File: config.mk
export PLATFORM = sky130hd
export DESIGN_NAME = obstacle_detector_array
export DESIGN_NICKNAME = d
export VERILOG_FILES = /design/src/rtl/obstacle_detector_array.sv
export SDC_FILE = /design/constraint.sdc
export NUM_CORES = 1
export LEC_CHECK = 0
export ABC_CLOCK_PERIOD_IN_PS = 2240
export CAP_MARGIN = 0
export CORE_UTILIZATION = 50
export CTS_CLUSTER_DIAMETER = 200
export DETAILED_ROUTE_END_ITERATION = 6
export PLACE_DENSITY = 0.68
export SETUP_SLACK_MARGIN = 0.02
export SLEW_MARGIN = 10
export SYNTH_ARGS = -nofsm -noshare
export SYNTH_HDL_FRONTEND = slang
export SYNTH_SLANG_ARGS = --single-unit
File: constraint.sdc
create_clock -name clk -period 2.24 [get_ports clk]
set_clock_uncertainty 0.15 [all_clocks]
set_input_delay 0.448 -clock clk [delete_from_list [all_inputs] [get_ports clk]]
set_output_delay 0.448 -clock clk [all_outputs]
set_load 0.02 [all_outputs]
File: src/rtl/obstacle_detector_array.sv
// rtl/obstacle_detector_array.sv - multi-channel debounced obstacle detector with escalating buzz levels
module obstacle_detector_array #(
   parameter int NUM_CH   = 4,
   parameter int DEBOUNCE = 4,
   parameter int ESC_STEP = 1000
) (
   input  logic                  clk,
   input  logic                  rst_n,
   input  logic                  en,
   input  logic [NUM_CH-1:0]     sensor,
   output logic [2*NUM_CH-1:0]   buzz_level,
   output logic                  any_alert,
   output logic                  alert_pulse
);

   localparam int DB_W = $clog2(DEBOUNCE + 1);
   localparam int DW_W = $clog2(2 * ESC_STEP + 1);
   localparam logic [DB_W-1:0] DB_LAST = DB_W'(DEBOUNCE - 1);
   localparam logic [DW_W-1:0] DW_STEP = DW_W'(ESC_STEP);
   localparam logic [DW_W-1:0] DW_MAX  = DW_W'(2 * ESC_STEP);

   logic [NUM_CH-1:0] sync_a;
   logic [NUM_CH-1:0] sync_b;
   logic [NUM_CH-1:0] lvl_hi;
   logic [NUM_CH-1:0] lvl_3;
   logic              l3_any;
   logic              l3_q;

   // Synchroniser ignores en so a re-enabled channel sees a settled input
   always_ff @(posedge clk or negedge rst_n) begin
      if (!rst_n) begin
         sync_a <= '0;
         sync_b <= '0;
      end else begin
         sync_a <= sensor;
         sync_b <= sync_a;
      end
   end

   for (genvar i = 0; i < NUM_CH; i++) begin : g_ch
      logic            stable;
      logic [DB_W-1:0] db_cnt;
      logic [DW_W-1:0] dwell;
      logic [1:0]      level;

      always_ff @(posedge clk or negedge rst_n) begin
         if (!rst_n) begin
            stable <= 1'b0;
            db_cnt <= '0;
         end else if (!en) begin
            stable <= 1'b0;
            db_cnt <= '0;
         end else if (sync_b[i] == stable) begin
            db_cnt <= '0;
         end else if (db_cnt == DB_LAST) begin
            stable <= ~stable;
            db_cnt <= '0;
         end else begin
            db_cnt <= db_cnt + DB_W'(1);
         end
      end

      // Dwell is zero whenever stable is low, so the rising edge starts from 0
      always_ff @(posedge clk or negedge rst_n) begin
         if (!rst_n) begin
            dwell <= '0;
         end else if (!en || !stable) begin
            dwell <= '0;
         end else if (dwell != DW_MAX) begin
            dwell <= dwell + DW_W'(1);
         end
      end

      always_comb begin
         level = 2'd0;
         if (!stable)
            level = 2'd0;
         else if (dwell < DW_STEP)
            level = 2'd1;
         else if (dwell < DW_MAX)
            level = 2'd2;
         else
            level = 2'd3;
      end

      assign buzz_level[2*i +: 2] = level;
      assign lvl_hi[i]            = level[1];
      assign lvl_3[i]             = (level == 2'd3);
   end

   assign any_alert = |lvl_hi;
   assign l3_any    = |lvl_3;

   always_ff @(posedge clk or negedge rst_n) begin
      if (!rst_n)
         l3_q <= 1'b0;
      else if (!en)
         l3_q <= 1'b0;
      else
         l3_q <= l3_any;
   end

   assign alert_pulse = l3_any & ~l3_q;

endmodule

After elaboration in Yosys (flattened, before gate mapping)
Index checks and enable logic that the tools add are counted.
{"block": "totals", "regBits": 69, "out_inout_bits": 10}
{"block": "classes", "add_sub_neg": 8, "order_cmp": 8, "eq_ne": 24, "muxes": 45, "bitwise": 6, "n_reduce_logical": 19}
{"op": "$mux W11", "n": 8}
{"op": "$add A11 B1 Y11 const B", "n": 4}
{"op": "$lt A11 B10 Y1 const B", "n": 4}
{"op": "$lt A11 B11 Y1 const B", "n": 4}
{"op": "$ne A11 B11 Y1 const B", "n": 4}
{"op": "$mux W3", "n": 12}
{"op": "$mux W1", "n": 17}
{"op": "$mux W2", "n": 8}
{"op": "$add A3 B1 Y3 const B", "n": 4}
{"op": "$eq A3 B2 Y1 const B", "n": 4}
{"op": "$eq A2 B2 Y1 const B", "n": 4}
{"op": "$ne A2 B1 Y1 const B", "n": 4}
{"op": "$ne A2 B2 Y1 const B", "n": 4}
{"op": "$reduce_and A2 Y1", "n": 4}
{"op": "$reduce_bool A2 Y1", "n": 4}
{"op": "$reduce_or A4 Y1", "n": 2}
{"op": "$logic_not A1 Y1", "n": 5}
{"op": "$not A1 Y1", "n": 5}
{"op": "$eq A1 B1 Y1", "n": 4}
{"op": "$logic_or A1 B1 Y1", "n": 4}
{"op": "$and A1 B1 Y1", "n": 1}

Longest topological paths before layout
Gate-level depths: netlist (run 1).
{"block": "depth", "word_depth": 7, "mapped_depth": 6, "depth_no_buf": 6}

Least setup slack after synthesis (run 1)
Ideal clock, no wire load.
{"block": "synth_timing", "kind": "register -> output", "startpoint": "register g_ch[2].dwell[3]", "endpoint": "output port any_alert", "t_arrival_ps": 1571, "t_required_ps": 1642, "slack_ps": 71, "stages_incl_launch_ff": 5, "path_cell_list": "dfrtp_1 > o21ai_0 > nor2_1 > o21a_1 > or4_1"}
{"block": "synth_via", "elab_chain_cells": 4}
{"element": "from (decl)", "line": "43", "source": "logic [DW_W-1:0] dwell;"}
{"element": "from (signal assigned)", "line": "70", "source": "dwell <= dwell + DW_W'(1);"}
{"element": "$lt A11 B10 Y1", "line": "78", "source": "else if (dwell < DW_STEP)"}
{"element": "$mux W2", "line": "78"}
{"element": "$mux W2", "line": "76", "source": "if (!stable)"}
{"element": "named net buzz_level[5]", "line": "11", "source": "output logic [2*NUM_CH-1:0] buzz_level,"}
{"element": "$reduce_or A4 Y1", "line": "91", "source": "assign any_alert = |lvl_hi;"}
{"element": "to (decl)", "line": "12", "source": "output logic any_alert,"}
The timed path passes the listed nets, and every way through them passes these cells.

Final worst setup path (run 1)
{"block": "layout_timing", "startpoint": "register g_ch[2].dwell[3]", "endpoint": "output port any_alert"}
{"block": "layout_via", "elab_chain_cells": 4}
{"element": "$lt A11 B10 Y1", "line": "78"}
{"element": "$mux W2", "line": "78"}
{"element": "$mux W2", "line": "76"}
{"element": "$reduce_or A4 Y1", "line": "91"}
Every way passes these cells.

==> run summary, run 1 <==
=================================================================================================
Start of the worst register-to-register path ....................................... g_ch[0].dwell[5]
Pin count of the biggest net entering global routing ...............................           70
Reg-to-Reg End ..................................................................... g_ch[0].dwell[0]
Slowest-stage cell, CP ............................................................. sky130_fd_sc_hd__or4_4
Longest individual stage delay on the worst path ...................................      0.55 ns
Number of cells on the worst reg-to-reg path .......................................            5
Fmax ...............................................................................      409 MHz
Number of placement rows ...........................................................           29
Number of failing setup endpoints in the final timing report .......................            1
Endpoint of the most critical setup path ...........................................    any_alert
Fin crit period ....................................................................      2.45 ns
Start point of the critical path ................................................... g_ch[2].dwell[3]
Share of synthesized registers carrying an async set or reset ......................         1.00
Area added between synthesis and finish ............................................        28.1%
Maximum root-to-sink buffer count ..................................................            2
Yosys top cell by area ............................................................. sky130_fd_sc_hd__dfrtp_1
Most frequent cells in the layout .................................................. 69 x sky130_fd_sc_hd__dfrtp_1, 53 x sky130_fd_sc_hd__buf_4, 40 x sky130_fd_sc_hd__nor2_1
Core region area ................................................................... 0.00642 mm^2
Leading register cell type out of synthesis ........................................ sky130_fd_sc_hd__dfrtp_1
Initial standard-cell utilization of the core ......................................        0.523
Synth Instances ....................................................................          326
Worst Setup Slack post-DPL .........................................................    -0.307 ns
Placed wire-length estimate ........................................................      4590 um
Classification of the worst-slack hold path ........................................ flip-flop to flip-flop
Transition time at the pin with the least slew margin ..............................     0.358 ns
Diode count ........................................................................            0
Type of the worst setup path ....................................................... flip-flop to primary output
DIE AREA ........................................................................... 0.00705 mm^2
CTS H-tree depth ...................................................................            3
Count of boundary I/O pins .........................................................           17
Crit share post-route ..............................................................         1.09
Max-slew headroom ..................................................................        0.759
Max-slew violation total from the final report .....................................            0
Via count of the first global-routing pass .........................................         2610
Violations in the final reports .................................................... DRC, setup timing
Worst ir drop on vdd ...............................................................   0.000357 V
TritonCTS clock tree ...............................................................         done
Die extent in y ....................................................................      84.0 um
# DRC ..............................................................................            2
Number of enable flip-flop cells after synthesis ...................................            0
Proportion of layout cells with a drive suffix above 1 .............................        0.246
DR WL/cell .........................................................................      13.4 um
Total number of vias ...............................................................         2556
Number of buffer cells added on primary ports ......................................           16
Pre-antenna DRT Iters ..............................................................            6
Final routed wirelength across all metal layers ....................................      6490 um
Worst Hold Launch ..................................................................    sync_a[0]
Horizontal extent of the die .......................................................      84.0 um
Num CTS Buffers ....................................................................            9
Clock transition at path regs ......................................................      0.07 ns
Cell types with the largest area share after synthesis ............................. sky130_fd_sc_hd__dfrtp_1 51%, sky130_fd_sc_hd__xor2_1 6.0%, sky130_fd_sc_hd__nor2_1 4.7%
Cell-by-cell listing of the critical path .......................................... o21ai_2 > nor2_1 > o21a_1 > or4_4 > buf_6
FF+latch count, synth ..............................................................           69
Combined global-route utilization of all metal layers ..............................        0.209
Source-to-sink clock delay at the later pin of the worst-skew pair .................      0.35 ns
Portion of the post-synthesis area used by sequential elements .....................        0.514
Grt ovf ............................................................................            0
Detailed router's first-iteration violation count ..................................           56
Power after layout .................................................................      2.40 mW
Slack of the critical path .........................................................    -0.205 ns
Root buf cell ...................................................................... sky130_fd_sc_hd__clkbuf_8
Endpoints failing hold .............................................................            0
Clock sink count ...................................................................           69
Count of antenna-violating nets left after detailed routing ........................            0
Unrepaired setup endpoints after global routing ....................................          yes
Critical path startpoint category ..................................................    flip-flop
Reg-to-reg slack, setup ............................................................      0.42 ns
CP Data Required Time ..............................................................      1.64 ns
Vias/cell ..........................................................................         5.29
Power density of the placed cells ..................................................  557 mW/mm^2
Run status ......................................................................... finished, violations left
Arrival time at the worst endpoint .................................................      1.85 ns
Leakage ............................................................................      1.94 nW
Per-instance average area after synthesis ..........................................    10.3 um^2
Number of distinct library cell variants in the gate-level netlist after synthesis .           40
Maximum fanout encountered on the critical timing path .............................            2
Total nets after synthesis .........................................................          345
First-pass GRT wire length .........................................................     11600 um
Critical path capture point type ................................................... primary output
Most common cell after layout, fill and taps aside ................................. sky130_fd_sc_hd__dfrtp_1
Placer congestion estimate .........................................................        0.796
Synth Cell Area .................................................................... 0.00336 mm^2
Antenna violations before repair ...................................................            0
Number of maximum-capacitance constraint violations ................................            0
Share of Yosys cell area claimed by the top area cell type .........................        0.514
Final layout net count .............................................................          420
Yosys warning total ................................................................            0
=================================================================================================
==> worst min-delay path by stage <==
stage                        endpoint  slack, ns  cells past startpoint
finish                      sync_b[0]       0.20                      0
CTS                         sync_b[0]       0.20                      0
global route                sync_b[3]       0.22                      0
detailed placement          sync_b[0]       0.18                      0
floorplan           g_ch[0].db_cnt[0]      0.002                      0
global placement            sync_b[3]       0.18                      0
==> cell usage after synthesis, types with 3 or more instances <==
| cell | number |
|---|---|
| sky130_fd_sc_hd__nand2_1 | 24 |
| sky130_fd_sc_hd__clkbuf_1 | 5 |
| sky130_fd_sc_hd__nand3_1 | 17 |
| sky130_fd_sc_hd__xor2_1 | 23 |
| sky130_fd_sc_hd__nor2b_1 | 8 |
| sky130_fd_sc_hd__mux2i_1 | 5 |
| sky130_fd_sc_hd__or3_1 | 3 |
| sky130_fd_sc_hd__o311a_1 | 3 |
| sky130_fd_sc_hd__a21oi_1 | 6 |
| sky130_fd_sc_hd__nor3b_1 | 4 |
| sky130_fd_sc_hd__xnor2_1 | 14 |
| sky130_fd_sc_hd__ha_1 | 12 |
| sky130_fd_sc_hd__nor3_1 | 14 |
| sky130_fd_sc_hd__dfrtp_1 | 69 |
| sky130_fd_sc_hd__nor2_1 | 42 |
| sky130_fd_sc_hd__nand4_1 | 14 |
| sky130_fd_sc_hd__o21ai_0 | 13 |
| sky130_fd_sc_hd__and3_1 | 5 |
| sky130_fd_sc_hd__and4_1 | 4 |
| sky130_fd_sc_hd__inv_1 | 11 |
==> logic make-up after synthesis <==
kind of cell	share of synthesized area
multiplexers	0.0149
AO/OA/AOI/OAI	0.0622
buffers and inverters	0.0220
AND/OR/NAND/NOR	0.246
XOR/XNOR	0.0965
adder cells (fa/ha/maj)	0.0447
flip-flops	0.514
==> state kept, by name (all words and copies together), names as in the netlist <==
signal	count
sync_b	4
g_ch.db_cnt	12
sync_a	4
l3_q	1
g_ch.stable	4
g_ch.dwell	44
==> metal layers <==
layer,global-route usage,share of wire
met5,0,0
met4,0.0752,0.013
met3,0.0504,0.033
met2,0.352,0.48
met1,0.263,0.47
==> metrics by stage <==
stage / std cells / utilization / instance area (um^2) / hold slack [ns] / TNS [ns]
3_5_place_dp: 462 / 0.619 / 3970 / 0.185 / -0.512
5_1_grt: 483 / 0.670 / 4300 / 0.216 / -0.471
6_report: 483 / 0.670 / 4300 / 0.198 / -0.205
3_3_place_gp: 462 / 0.619 / 3970 / 0.182 / -0.449
4_1_cts: 481 / 0.658 / 4230 / 0.203 / -0.210
2_1_floorplan: 326 / - / 3360 / 0.00241 / 0
==> power by group <==
group          total, mW  switching [mW]  internal (mW)
Clock               1.06           0.453          0.604
Sequential          1.27         0.00811           1.26
Combinational     0.0701          0.0432         0.0268
Total               2.40           0.504           1.89
==> area by class of cell <==
type / count / area, um^2
Timing Repair Buffer: 72 / 588
Clock inverter: 3 / 42.5
Inverter: 11 / 41.3
Multi-Input combinational cell: 238 / 1640
Fill cell: 514 / 2120
Clock buffer: 13 / 169
Tap cell: 77 / 96.3
Sequential cell: 69 / 1730
==> worst max-delay path, delay by kind of cell, from the launching register on <==
kind | cells | cell delay, ns
simple gates | 2 | 0.61
compound gates | 2 | 0.35
flops | 1 | 0.39
buf+inv | 1 | 0.15
==> what timing repair did <==
action                     in CTS  in global routing
gates resized for setup        51                 22
setup endpoints to repair      10                  9
hold buffers                    1                  0
buffers inserted                2                  2
pin swaps                       6                  7
hold endpoints to repair       69                  0
(Power assumes the default switching activity.)
==> inputs of run 2 (changes only) <==
--- a/config.mk
+++ b/config.mk
@@ -5,8 +5,7 @@
 export SDC_FILE = /design/constraint.sdc
 export NUM_CORES = 1
 export LEC_CHECK = 0
-export ABC_CLOCK_PERIOD_IN_PS = 2240
-export CAP_MARGIN = 0
+export ABC_CLOCK_PERIOD_IN_PS = 2800
 export CORE_UTILIZATION = 50
 export CTS_CLUSTER_DIAMETER = 200
 export DETAILED_ROUTE_END_ITERATION = 6
@@ -16,3 +15,4 @@
 export SYNTH_ARGS = -nofsm -noshare
 export SYNTH_HDL_FRONTEND = slang
 export SYNTH_SLANG_ARGS = --single-unit
+export TNS_END_PERCENT = 20
==> constraint.sdc (replaced) <==
create_clock -name clk -period 2.8 [get_ports clk]
set_clock_uncertainty 0.15 [all_clocks]
set_input_delay 0.56 -clock clk [delete_from_list [all_inputs] [get_ports clk]]
set_output_delay 0.56 -clock clk [all_outputs]
set_load 0.02 [all_outputs]
==> run summary, run 2 (synthesized netlist as in run 1, its figures left out) <==
==================================================================================
Placed wire-length estimate .........................................      4420 um
TritonCTS clock tree ................................................         done
Clock sink count ....................................................           69
Run status .......................................................... finished, violations left
Fin crit period .....................................................      2.61 ns
Reg-to-Reg End ...................................................... g_ch[0].dwell[0]
Leakage .............................................................      1.72 nW
Slack of the critical path ..........................................     0.191 ns
Pin count of the biggest net entering global routing ................           37
Relative contribution of sequential cells to total power ............        0.562
Share of total power in combinational logic .........................        0.031
Critical path startpoint category ...................................    flip-flop
Count of boundary I/O pins ..........................................           17
Worst hold-check slack ..............................................     0.199 ns
Switching power of the nets .........................................     0.387 mW
Flip-flop count of the largest register, all copies and words added .           44
Cell count after placement ..........................................          424
Vias/cell ...........................................................         5.45
CP Data Required Time ...............................................      2.09 ns
Longest individual stage delay on the worst path ....................      0.56 ns
Worst ir drop on vdd ................................................   0.000301 V
Crit share post-route ...............................................        0.932
Proportion of layout cells with a drive suffix above 1 ..............       0.0937
Num CTS Buffers .....................................................            9
Final routed wirelength across all metal layers .....................      6180 um
Detailed router's first-iteration violation count ...................           69
Reg-to-reg slack, setup .............................................      0.96 ns
Most frequent cells in the layout ................................... 69 x sky130_fd_sc_hd__dfrtp_1, 42 x sky130_fd_sc_hd__nor2_1, 24 x sky130_fd_sc_hd__nand2_1
Worst Setup Slack post-DPL ..........................................     0.121 ns
Max-slew headroom ...................................................        0.715
Number of placement rows ............................................           29
Die extent in y .....................................................      84.0 um
DR WL/cell ..........................................................      14.0 um
Combined global-route utilization of all metal layers ...............        0.198
Internal power ......................................................      1.42 mW
Endpoint of the most critical setup path ............................    any_alert
Horizontal extent of the die ........................................      84.0 um
Final layout net count ..............................................          378
Core region area .................................................... 0.00642 mm^2
Source-to-sink clock delay at the later pin of the worst-skew pair ..      0.34 ns
Root buf cell ....................................................... sky130_fd_sc_hd__clkbuf_8
Area added between synthesis and finish .............................        15.2%
Part of the total power dissipated in the clock network .............        0.407
Cell-by-cell listing of the critical path ........................... nand4_1 > nor2_1 > o21a_1 > or4_1 > clkbuf_2
Power density of the placed cells ...................................  467 mW/mm^2
Top Registers ....................................................... g_ch.dwell: 44 flops, g_ch.db_cnt: 12 flops
DIE AREA ............................................................ 0.00705 mm^2
Switch share ........................................................        0.214
Number of inserted filler cells in the final layout .................          551
Transition time at the pin with the least slew margin ...............     0.426 ns
Max-slew violation total from the final report ......................            0
# DRC ...............................................................            2
Arrival time at the worst endpoint ..................................      1.90 ns
Critical path capture point type .................................... primary output
First-pass GRT wire length ..........................................     11000 um
Unrepaired setup endpoints after global routing .....................           no
Count of antenna-violating nets left after detailed routing .........            0
Total number of vias ................................................         2398
Number of maximum-capacitance constraint violations .................            0
Maximum root-to-sink buffer count ...................................            2
Fin Setup TNS .......................................................         0 ns
Start of the worst register-to-register path ........................ g_ch[0].dwell[5]
Pre-antenna DRT Iters ...............................................            6
Type of the worst setup path ........................................ flip-flop to primary output
Post-CTS setup repair buffer count ..................................            0
Maximum fanout encountered on the critical timing path ..............            5
Number of failing setup endpoints in the final timing report ........            0
Initial standard-cell utilization of the core .......................        0.523
Clock transition at path regs .......................................      0.07 ns
Violations in the final reports .....................................          DRC
Number of cells on the worst reg-to-reg path ........................            5
Placer congestion estimate ..........................................        0.830
Final std cells w/o fill ............................................          440
Endpoints failing hold ..............................................            0
Via count of the first global-routing pass ..........................         2340
Antenna violations before repair ....................................            0
Classification of the worst-slack hold path ......................... flip-flop to flip-flop
Start point of the critical path .................................... g_ch[2].dwell[6]
Fmax ................................................................      383 MHz
Register with the most flip-flops ...................................   g_ch.dwell
Diode count .........................................................            0
Slowest-stage cell, CP .............................................. sky130_fd_sc_hd__or4_1
CTS H-tree depth ....................................................            3
Grt ovf .............................................................            0
Most common cell after layout, fill and taps aside .................. sky130_fd_sc_hd__dfrtp_1
Number of buffer cells added on primary ports .......................           16
==================================================================================
run 2: changes by cell type in the layout (fill, tap and decap cells not counted), moves of 3 or more:
cell and change:
sky130_fd_sc_hd__o21ai_2 -3, sky130_fd_sc_hd__buf_4 -41, sky130_fd_sc_hd__buf_6 -7, sky130_fd_sc_hd__dlygate4sd2_1 +5
run 2: worst max-delay path: cells and delay by family (launching register included):
kind	cells	cell delay, ns
buffers and inverters	1	0.18
DFF	1	0.44
and+or+nand+nor	3	0.76
AOI/OAI and AO/OA	1	0.18
run 2: worst min-delay path by stage:
stage | startpoint | end | slack (ns) | depth (start not counted)
after floorplan | rst_n | g_ch[0].db_cnt[0] | 0.11 | 0
after global placement | sync_a[2] | sync_b[2] | 0.18 | 0
after detailed placement | sync_a[1] | sync_b[1] | 0.19 | 0
after CTS | sync_a[1] | sync_b[1] | 0.20 | 0
after global routing | sync_a[1] | sync_b[1] | 0.21 | 0
final | sync_a[1] | sync_b[1] | 0.20 | 0
run 2: area by class of cell:
cell class	count	area, um^2	share of cell area
inverter	11	41.3	0.0107
clock inverter	1	5.00	0.00129
tap	77	96.3	0.0249
sequential	69	1730	0.446
multi-input combinational	238	1560	0.403
clock buffer	14	173	0.0446
timing repair buffer	30	269	0.0695
run 2: stage by stage:
stage | power [mW] | cell area, um^2 | utilization
2_1_floorplan | 1.05 | 3360 | -
3_3_place_gp | 1.09 | 3690 | 0.574
3_5_place_dp | 1.09 | 3690 | 0.574
4_1_cts | 1.83 | 3870 | 0.602
5_1_grt | 1.88 | 3870 | 0.602
6_report | 1.81 | 3870 | 0.602
run 2: repair_timing:
item                                   CTS  global route
setup endpoints to repair                6             3
cloned                                   0             0
endpoints found under the hold margin   13             0
gates resized for setup                  7             7
pin swaps                                0             0
hold buffers                             1             0
run 2: routing by layer:
layer  track usage  wire (um)  vias up
li1              -          -     1204
met1         0.277       3150     1156
met2         0.297       2760       27
met3        0.0396        166       11
met4        0.0940        103        0
met5             0          0        -
run 2: power by group through the flow:
stage / sequential (mW) / clock [mW] / combinational [mW]
2_1_floorplan: 1.03 / 0 / 0.0185
3_3_place_gp: 1.03 / 0 / 0.0557
3_5_place_dp: 1.03 / 0 / 0.0574
4_1_cts: 1.02 / 0.756 / 0.0582
5_1_grt: 1.02 / 0.795 / 0.0657
6_report: 1.02 / 0.735 / 0.0555
==> inputs of run 3 (changes only) <==
--- a/config.mk
+++ b/config.mk
@@ -9,7 +9,7 @@
 export CORE_UTILIZATION = 50
 export CTS_CLUSTER_DIAMETER = 200
 export DETAILED_ROUTE_END_ITERATION = 6
-export PLACE_DENSITY = 0.68
+export PLACE_DENSITY = 0.75
 export SETUP_SLACK_MARGIN = 0.02
 export SLEW_MARGIN = 10
 export SYNTH_ARGS = -nofsm -noshare
==> run summary, run 3 (synthesized netlist as in run 1, its figures left out) <==
==================================================================================
Run status ..........................................................    completed
Antenna violations before repair ....................................            0
Unrepaired setup endpoints after global routing .....................          yes
TritonCTS clock tree ................................................         done
Via count of the first global-routing pass ..........................         2244
Num CTS Buffers .....................................................            9
Max-slew headroom ...................................................        0.721
CTS H-tree depth ....................................................            3
DR WL/cell ..........................................................      13.8 um
Final layout net count ..............................................          375
Number of placement rows ............................................           29
Worst hold-check slack ..............................................    0.0800 ns
Arrival time at the worst endpoint ..................................      2.01 ns
Pin count of the biggest net entering global routing ................           70
Cell count after placement ..........................................          422
Switch share ........................................................        0.204
Post-CTS setup repair buffer count ..................................            0
Diode count .........................................................            0
Maximum root-to-sink buffer count ...................................            2
Final std cells w/o fill ............................................          438
Part of the total power dissipated in the clock network .............        0.475
DIE AREA ............................................................ 0.00705 mm^2
Register with the most flip-flops ...................................   g_ch.dwell
Endpoints failing hold ..............................................            0
Count of antenna-violating nets left after detailed routing .........            0
Most common cell after layout, fill and taps aside .................. sky130_fd_sc_hd__dfrtp_1
Leakage .............................................................      1.72 nW
CP Data Required Time ...............................................      2.09 ns
Clock transition at path regs .......................................      0.08 ns
Initial standard-cell utilization of the core .......................        0.523
Source-to-sink clock delay at the later pin of the worst-skew pair ..      0.34 ns
Critical path startpoint category ...................................    flip-flop
Area added between synthesis and finish .............................        16.4%
Pre-antenna DRT Iters ...............................................            4
Number of inserted filler cells in the final layout .................          526
Number of maximum-capacitance constraint violations .................            0
Area post-placement ................................................. 0.00367 mm^2
Util after Layout ...................................................        0.609
Number of failing setup endpoints in the final timing report ........            0
# DRC ...............................................................            0
Most frequent cells in the layout ................................... 68 x sky130_fd_sc_hd__dfrtp_1, 42 x sky130_fd_sc_hd__nor2_1, 24 x sky130_fd_sc_hd__nand2_1
Die extent in y .....................................................      84.0 um
Number of hold-repair buffers added at the cts stage ................            0
Crit share post-route ...............................................        0.971
Placer congestion estimate ..........................................        0.821
Final routed wirelength across all metal layers .....................      6030 um
Total number of vias ................................................         2389
Internal power ......................................................      1.62 mW
Final design area excluding fillers ................................. 0.00391 mm^2
Fmax ................................................................      368 MHz
Maximum fanout encountered on the critical timing path ..............            6
Share of total power in combinational logic .........................        0.026
Worst Setup Slack post-DPL ..........................................     0.157 ns
Proportion of layout cells with a drive suffix above 1 ..............       0.0970
Root buf cell ....................................................... sky130_fd_sc_hd__clkbuf_8
Clock sink count ....................................................           69
Transition time at the pin with the least slew margin ...............     0.418 ns
Fin crit period .....................................................      2.72 ns
Worst ir drop on vdd ................................................   0.000316 V
Flip-flop count of the largest register, all copies and words added .           44
Power density of the placed cells ...................................  520 mW/mm^2
Detailed router's first-iteration violation count ...................           72
Critical path capture point type .................................... primary output
Placed wire-length estimate .........................................      4110 um
Number of buffer cells added on primary ports .......................           16
Max-slew violation total from the final report ......................            0
Type of the worst setup path ........................................ flip-flop to primary output
Switching power of the nets .........................................     0.414 mW
Grt ovf .............................................................            0
First-pass GRT wire length ..........................................     10600 um
Horizontal extent of the die ........................................      84.0 um
Count of boundary I/O pins ..........................................           17
Combined global-route utilization of all metal layers ...............        0.191
Relative contribution of sequential cells to total power ............        0.499
Classification of the worst-slack hold path ......................... primary input to asynchronous set/reset pin
Core region area .................................................... 0.00642 mm^2
Top Registers ....................................................... g_ch.dwell: 44 flops, g_ch.db_cnt: 12 flops
Slack of the critical path ..........................................    0.0804 ns
Vias/cell ...........................................................         5.45
==================================================================================
==> run 3: worst max-delay path, stage by stage (launching register included) <==
cell	delay, ns
sky130_fd_sc_hd__dfrtp_1	0.43
sky130_fd_sc_hd__nand4_1	0.21
sky130_fd_sc_hd__o21ai_0	0.23
sky130_fd_sc_hd__o311a_1	0.20
sky130_fd_sc_hd__clkdlybuf4s50_1	0.60
==> run 3: cell type report <==
class | count | area, um^2 | share of cell area
clock buffer | 10 | 128 | 0.0327
timing repair buffer | 27 | 246 | 0.0631
sequential | 69 | 1730 | 0.442
inverter | 11 | 41.3 | 0.0106
multi-input combinational | 238 | 1560 | 0.399
tap | 77 | 96.3 | 0.0246
clock inverter | 6 | 111 | 0.0285
==> run 3: per-layer routing <==
metal,up-vias,track usage,share of wire
met1,1160,0.252,0.47
met4,0,0.0768,0.017
met2,30,0.303,0.49
met5,-,0,0
li1,1190,-,-
met3,9,0.0455,0.026
==> run 3: path summary, 6_finish.rpt <==
| check | from | slack [ns] | depth (start not counted) | end |
|---|---|---|---|---|
| worst max-delay path | g_ch[3].dwell[6] | 0.08 | 4 | buzz_level[6] |
| worst min-delay path | rst_n | 0.08 | 2 | g_ch[2].dwell[5] |
| worst max register to register | g_ch[0].dwell[5] | 0.95 | 5 | g_ch[0].dwell[0] |
| worst min register to register | sync_a[3] | 0.20 | 0 | sync_b[3] |
| max in group asynchronous | rst_n | 2.13 | 2 | g_ch[0].dwell[9] |
| min in group clk | sync_a[3] | 0.20 | 0 | sync_b[3] |
==> run 3: what timing repair did <==
action / in CTS / in global routing
cloned: 0 / 0
resized for setup: 5 / 7
endpoints found under the setup margin: 4 / 4
==> run 3: power groups by stage <==
stage	registers [mW]	clock network, mW	logic [mW]
after global routing	1.02	1.03	0.0623
after detailed placement	1.03	0	0.0554
after CTS	1.01	0.990	0.0556
after floorplan	1.03	0	0.0185
after global placement	1.03	0	0.0537
final	1.02	0.966	0.0532
==> run 3: per-stage QoR <==
| stage | TNS, ns | power (mW) |
|---|---|---|
| global placement | 0 | 1.09 |
| floorplan | 0 | 1.05 |
| CTS | 0 | 2.06 |
| detailed placement | 0 | 1.09 |
| global route | -0.00610 | 2.10 |
| finish | 0 | 2.03 |
